[config.mk]
export PLATFORM = sky130hd
export DESIGN_NAME = cdp1802_cycle_sequencer
export DESIGN_NICKNAME = d
export VERILOG_FILES = /design/src/rtl/cdp1802_pkg.sv /design/src/rtl/cdp1802_phase_gen.sv /design/src/rtl/cdp1802_cycle_sequencer.sv
export SDC_FILE = /design/constraint.sdc
export NUM_CORES = 1
export LEC_CHECK = 0
export ABC_CLOCK_PERIOD_IN_PS = 2500
export BUFFER_PORTS_ARGS = -buffer_cell sky130_fd_sc_hd__buf_2
export CAP_MARGIN = 20
export CORE_AREA = 5 5 46 48
export CTS_CLUSTER_SIZE = 10
export DETAILED_ROUTE_END_ITERATION = 16
export DIE_AREA = 0 0 51 53
export GPL_TIMING_DRIVEN = 0
export PLACE_DENSITY = 0.74
export RECOVER_POWER = 50
export SYNTH_ARGS = -nofsm -noshare
export SYNTH_HDL_FRONTEND = slang
export SYNTH_SLANG_ARGS = --single-unit
[constraint.sdc]
create_clock -name clock -period 2.5 [get_ports clock]
set_input_delay 0.25 -clock clock [delete_from_list [all_inputs] [get_ports clock]]
set_output_delay 0.25 -clock clock [all_outputs]
set_load 0.03 [all_outputs]
[src/rtl/cdp1802_pkg.sv]
// Shared CDP1802 constants: state-code encoding and default
// machine-cycle timing used by the CPU core and the CDP1861 block.
package cdp1802_pkg;

   localparam logic [1:0] SC_FETCH = 2'd0;
   localparam logic [1:0] SC_EXEC  = 2'd1;
   localparam logic [1:0] SC_DMA   = 2'd2;
   localparam logic [1:0] SC_INT   = 2'd3;

   localparam int DEF_PHASES    = 8;
   localparam int DEF_TPA_PHASE = 1;
   localparam int DEF_TPB_PHASE = 6;

endpackage

[src/rtl/cdp1802_phase_gen.sv]
// Phase counter for one machine cycle, with registered TPA/TPB/cycle_end.
// Ports: clock, reset (sync, active-low), ce; outputs tpa, tpb,
// cycle_end (registered) and wrap/sample strobes (combinational, ce-gated).
module cdp1802_phase_gen
   import cdp1802_pkg::*;
#(
   parameter int PHASES    = DEF_PHASES,
   parameter int TPA_PHASE = DEF_TPA_PHASE,
   parameter int TPB_PHASE = DEF_TPB_PHASE
) (
   input  logic clock,
   input  logic reset,
   input  logic ce,
   output logic tpa,
   output logic tpb,
   output logic cycle_end,
   output logic wrap,
   output logic sample
);

   localparam int PW = $clog2(PHASES);
   localparam logic [PW-1:0] LAST  = PW'(PHASES - 1);
   localparam logic [PW-1:0] TPA_P = PW'(TPA_PHASE);
   localparam logic [PW-1:0] TPB_P = PW'(TPB_PHASE);

   logic [PW-1:0] phase;
   logic [PW-1:0] phase_next;

   assign phase_next = (phase == LAST) ? '0 : phase + PW'(1);
   assign wrap       = ce && (phase == LAST);
   assign sample     = ce && (phase == TPB_P);

   // Pulses are decoded from the next phase so they line up
   // exactly with the ce-period of their phase.
   always_ff @(posedge clock) begin
      if (!reset) begin
         phase     <= '0;
         tpa       <= 1'b0;
         tpb       <= 1'b0;
         cycle_end <= 1'b0;
      end else if (ce) begin
         phase     <= phase_next;
         tpa       <= (phase_next == TPA_P);
         tpb       <= (phase_next == TPB_P);
         cycle_end <= (phase_next == LAST);
      end
   end

endmodule

[src/rtl/cdp1802_cycle_sequencer.sv]
// CDP1802 machine-cycle sequencer: phases, SC state code and DMA/INT arbitration.
// Ports: clock, reset, ce, dma_in_n, dma_out_n, int_n, ie, exec_long, idle_req
// in; sc, tpa, tpb, dma_in_cycle, dma_out_cycle, int_ack, ie_clear,
// cycle_end, idle out (all registered).
module cdp1802_cycle_sequencer
   import cdp1802_pkg::*;
#(
   parameter int PHASES    = DEF_PHASES,
   parameter int TPA_PHASE = DEF_TPA_PHASE,
   parameter int TPB_PHASE = DEF_TPB_PHASE
) (
   input  logic       clock,
   input  logic       reset,
   input  logic       ce,
   input  logic       dma_in_n,
   input  logic       dma_out_n,
   input  logic       int_n,
   input  logic       ie,
   input  logic       exec_long,
   input  logic       idle_req,
   output logic [1:0] sc,
   output logic       tpa,
   output logic       tpb,
   output logic       dma_in_cycle,
   output logic       dma_out_cycle,
   output logic       int_ack,
   output logic       ie_clear,
   output logic       cycle_end,
   output logic       idle
);

   logic       wrap;
   logic       sample;
   logic       dma_in_req;
   logic       dma_out_req;
   logic       int_req;
   logic       long_done;
   logic       dma_any;
   logic [1:0] sc_next;
   logic       idle_next;
   logic       long_next;

   cdp1802_phase_gen #(
      .PHASES    (PHASES),
      .TPA_PHASE (TPA_PHASE),
      .TPB_PHASE (TPB_PHASE)
   ) u_phase (
      .clock     (clock),
      .reset     (reset),
      .ce        (ce),
      .tpa       (tpa),
      .tpb       (tpb),
      .cycle_end (cycle_end),
      .wrap      (wrap),
      .sample    (sample)
   );

   assign dma_any = dma_in_req | dma_out_req;

   always_comb begin
      sc_next   = SC_FETCH;
      idle_next = 1'b0;
      long_next = 1'b0;
      unique case (sc)
         SC_FETCH: sc_next = SC_EXEC;
         SC_EXEC: begin
            if (idle) begin
               if (dma_any)      sc_next = SC_DMA;
               else if (int_req) sc_next = SC_INT;
               else begin
                  sc_next   = SC_EXEC;
                  idle_next = 1'b1;
               end
            end else if (exec_long && !long_done) begin
               sc_next   = SC_EXEC;
               long_next = 1'b1;
            end else if (dma_any) begin
               sc_next = SC_DMA;
            end else if (int_req) begin
               sc_next = SC_INT;
            end else if (idle_req) begin
               sc_next   = SC_EXEC;
               idle_next = 1'b1;
            end
         end
         SC_DMA: begin
            if (dma_any)      sc_next = SC_DMA;
            else if (int_req) sc_next = SC_INT;
         end
         SC_INT: begin
            if (dma_any) sc_next = SC_DMA;
         end
         default: sc_next = SC_FETCH;
      endcase
   end

   always_ff @(posedge clock) begin
      if (!reset) begin
         sc            <= SC_FETCH;
         idle          <= 1'b0;
         long_done     <= 1'b0;
         dma_in_req    <= 1'b0;
         dma_out_req   <= 1'b0;
         int_req       <= 1'b0;
         dma_in_cycle  <= 1'b0;
         dma_out_cycle <= 1'b0;
         int_ack       <= 1'b0;
         ie_clear      <= 1'b0;
      end else if (ce) begin
         int_ack  <= 1'b0;
         ie_clear <= 1'b0;
         if (sample) begin
            dma_in_req  <= ~dma_in_n;
            dma_out_req <= ~dma_out_n;
            int_req     <= ~int_n & ie;
         end
         if (wrap) begin
            sc        <= sc_next;
            idle      <= idle_next;
            long_done <= long_next;
            // dma_in wins when both are pending
            dma_in_cycle  <= (sc_next == SC_DMA) & dma_in_req;
            dma_out_cycle <= (sc_next == SC_DMA) & ~dma_in_req & dma_out_req;
            int_ack       <= (sc_next == SC_INT);
            ie_clear      <= (sc_next == SC_INT);
         end
      end
   end

endmodule

==> key figures <==
Timing
  • RSZ-0062 raised after global routing: false
  • Slew @ Worst Pin: 0.5046 ns
  • Max transition margin: 0.6627
  • Fmax: roughly 600 MHz
  • Post-route setup slack: 0.8364 ns
  • Final slew viol count: 0
  • TNS Setup: 0 ns
  • Endpoints failing setup: 0
  • Clock skew: about 0.010 ns
  • Final worst path period share: 0.6654
  • Tmin final: approximately 1.7 ns
  • Final Hold Fails: 0
  • Fin Hold WS: 0.2121 ns

Yosys
  • Syn Area/Cell: slightly above 9 sq um
  • Syn nets: 101
  • Area contributors post-synth: dfxtp_1, ha_1, a21boi_0, nand2b_1, mux2i_1
  • Post-synthesis compound-gate area fraction: 0.1772
  • Yosys top cell area share: 0.3945
  • Synth warnings: 0
  • Synth Instances: 87
  • Sequential-to-total area share from yosys stat: 0.3945
  • Post-synth top area cell: dfxtp_1
  • Post-synth EDFFs: 0
  • Cell Area, Synth: around 800 sq um
  • Seq cells post-synth: 16
  • Largest family of logic cells by synthesized area: simple AND/OR/NAND/NOR gates
  • Yosys cell types: 34
  • FFs w/ async S/R, synth: 0
  • Dominant synthesized flop cell: dfxtp_1
  • Multiplexer area fraction after synthesis: 0.03698
  • Post-Synth XOR/XNOR Area: 0
  • Simple-gate share of the synthesized area: 0.2758
  • Adder-Cell Fraction of Synth Area: 0.07704

Floorplan
  • Initial Utilization: 0.4861
  • I/O pin count: 19
  • Height of the die: 53 um
  • Rows: 15
  • Core ar.: between 0.0015 and 0.002 sq mm
  • Die ar.: roughly 0.0027 sq mm
  • Die Width: a little over 50 um

Drt
  • Final WL: 1566 um
  • Routed len/inst: roughly 12 um
  • DR DRC count: 0
  • DRT Pass-1 Iters: 4
  • DRT iter0 DRCs: 6
  • Vias: between 600 and 700
  • DRT antenna net count: 0
  • Via density: around 5.5

Cells and area
  • Top Registers: u_phase.phase: 3 flops, sc: 2 flops
  • Top reg by flops: u_phase.phase
  • Layout cells sized above 1: 0.1743
  • Most frequent cells in the layout: dfxtp_1, clkbuf_1, buf_2
  • Diodes inserted: 0
  • Max reg flops: 3
  • Most common cell after layout, fill and taps aside: dfxtp_1
  • NumNets Final: about 120
  • Area growth syn-to-layout: 16.80%

GRT
  • Initial antenna violation count: 0
  • Vias in the first global route: roughly 590
  • Largest net degree at the start of global routing: 11
  • Global-route wire length before repair: ~2600 um
  • Total grt overflow: 0
  • GRT Util Overall: 0.1350

Status
  • Status: finished, final reports clean

CTS
  • CTS Sinks: 16
  • Reg clk slew, reported paths: about 0.10 ns
  • Cts repair resizes: 0
  • CTS tree: built
  • Max Root-Sink Buffers: 2
  • TritonCTS Buffers: 3
  • Post-CTS Setup Repair Bufs: 0
  • Root Driver: clkbuf_4
  • Clock latency on the worst-skew pair: approximately 0.29 ns
  • H-tree depth: 1
  • CTS Hold Buffers Added: 0

Placement
  • GPL Wtd Cong: just under 0.8
  • Port-buffer cells: 18
  • Post-DP HPWL: 1168 um
  • Pre-CTS setup slack: approximately 0.83 ns

Critical path
  • WP data required: between 2 and 3 ns
  • Critical path class: flop to flop
  • Crit end category: flop
  • Critical Path AT: about 1.9 ns
  • Startpoint type of the worst setup path: flop
  • Peak fanout along the critical path: 6

Hold path
  • Min-Delay Path Class: input pin to flop

Pwr
  • P_leak: around 0.4 nW
  • Worst vdd ir: around 0.00026 V
  • PD cells: 500.8 mW/mm^2

Flow run
  • Max-cap violations: 0
==> final cells by class <==
class / instances / area [sq um]
repair buffers: 18 / 78.83
flip-flops and latches: 16 / 320.3
fillers: 160 / 721.9
plain buffers: 4 / 20.02
well taps: 17 / 21.27
clock buffers: 4 / 36.28
inverters: 3 / 11.26
multi-input cells: 64 / 460.4
==> routing by layer <==
layer,GRT usage,share of wire
met5,0,0
met4,0.09417,0.029
met3,0.03380,0.059
met2,0.2017,0.40
met1,0.1684,0.51
==> stage by stage <==
step | instance area (sq um) | utilization | power, mW | cells
after floorplan | 812.0 | - | 0.2954 | 87
after global routing | 948.4 | 0.5678 | 0.5063 | 126
final | 948.4 | 0.5678 | 0.4749 | 126
after CTS | 959.7 | 0.5745 | 0.4859 | 126
after detailed placement | 923.4 | 0.5528 | 0.3108 | 122
after global placement | 923.4 | 0.5528 | 0.3095 | 122
==> worst max-delay path, stage by stage (launching register included) <==
cell and delay (ns):
dfxtp_1 0.42, ha_1 0.18, ha_1 0.23, nand2_1 0.17
or4b_1 0.49, a21boi_1 0.12
==> final timing paths <==
kind                            startpoint                         end  slack (ns)  cells after the start
max          u_phase.phase[0]$_SDFFE_PN0P_   dma_in_cycle$_SDFFE_PN0P_        0.84                      5
min                               dma_in_n     dma_in_req$_SDFFE_PN0P_        0.21                      3
max reg2reg  u_phase.phase[0]$_SDFFE_PN0P_   dma_in_cycle$_SDFFE_PN0P_        0.84                      5
min reg2reg     dma_out_cycle$_SDFFE_PN0P_  dma_out_cycle$_SDFFE_PN0P_        0.46                      2
==> cell usage after synthesis, types with 2 or more instances <==
library cell  number
o21ai_0            2
a21boi_0           5
o211a_1            2
nor2b_1            4
nand3_1            3
a21boi_1           2
and3_1             2
nor2_1             3
dfxtp_1           16
a21oi_1            2
a31oi_1            4
clkbuf_1           2
nand3b_1           2
nand2b_1           5
nand2_1            6
inv_1              3
mux2i_1            3
ha_1               5
==> cells by family (layout without fill, tap and decap cells) <==
| kind of cell | after synthesis | count (layout) |
|---|---|---|
| mux | 3 | 3 |
| flops | 16 | 16 |
| fa+ha+maj | 5 | 5 |
| buf+inv | 7 | 29 |
| compound gates | 20 | 20 |
| simple gates | 36 | 36 |
==> power breakdown <==
| part | total (mW) | internal, mW | switching (mW) |
|---|---|---|---|
| sequential | 0.264 | 0.259 | 0.00429 |
| clock | 0.171 | 0.0888 | 0.0827 |
| combinational | 0.0398 | 0.0188 | 0.0210 |
| total | 0.475 | 0.367 | 0.108 |
Power figures use the tool's default switching activity.
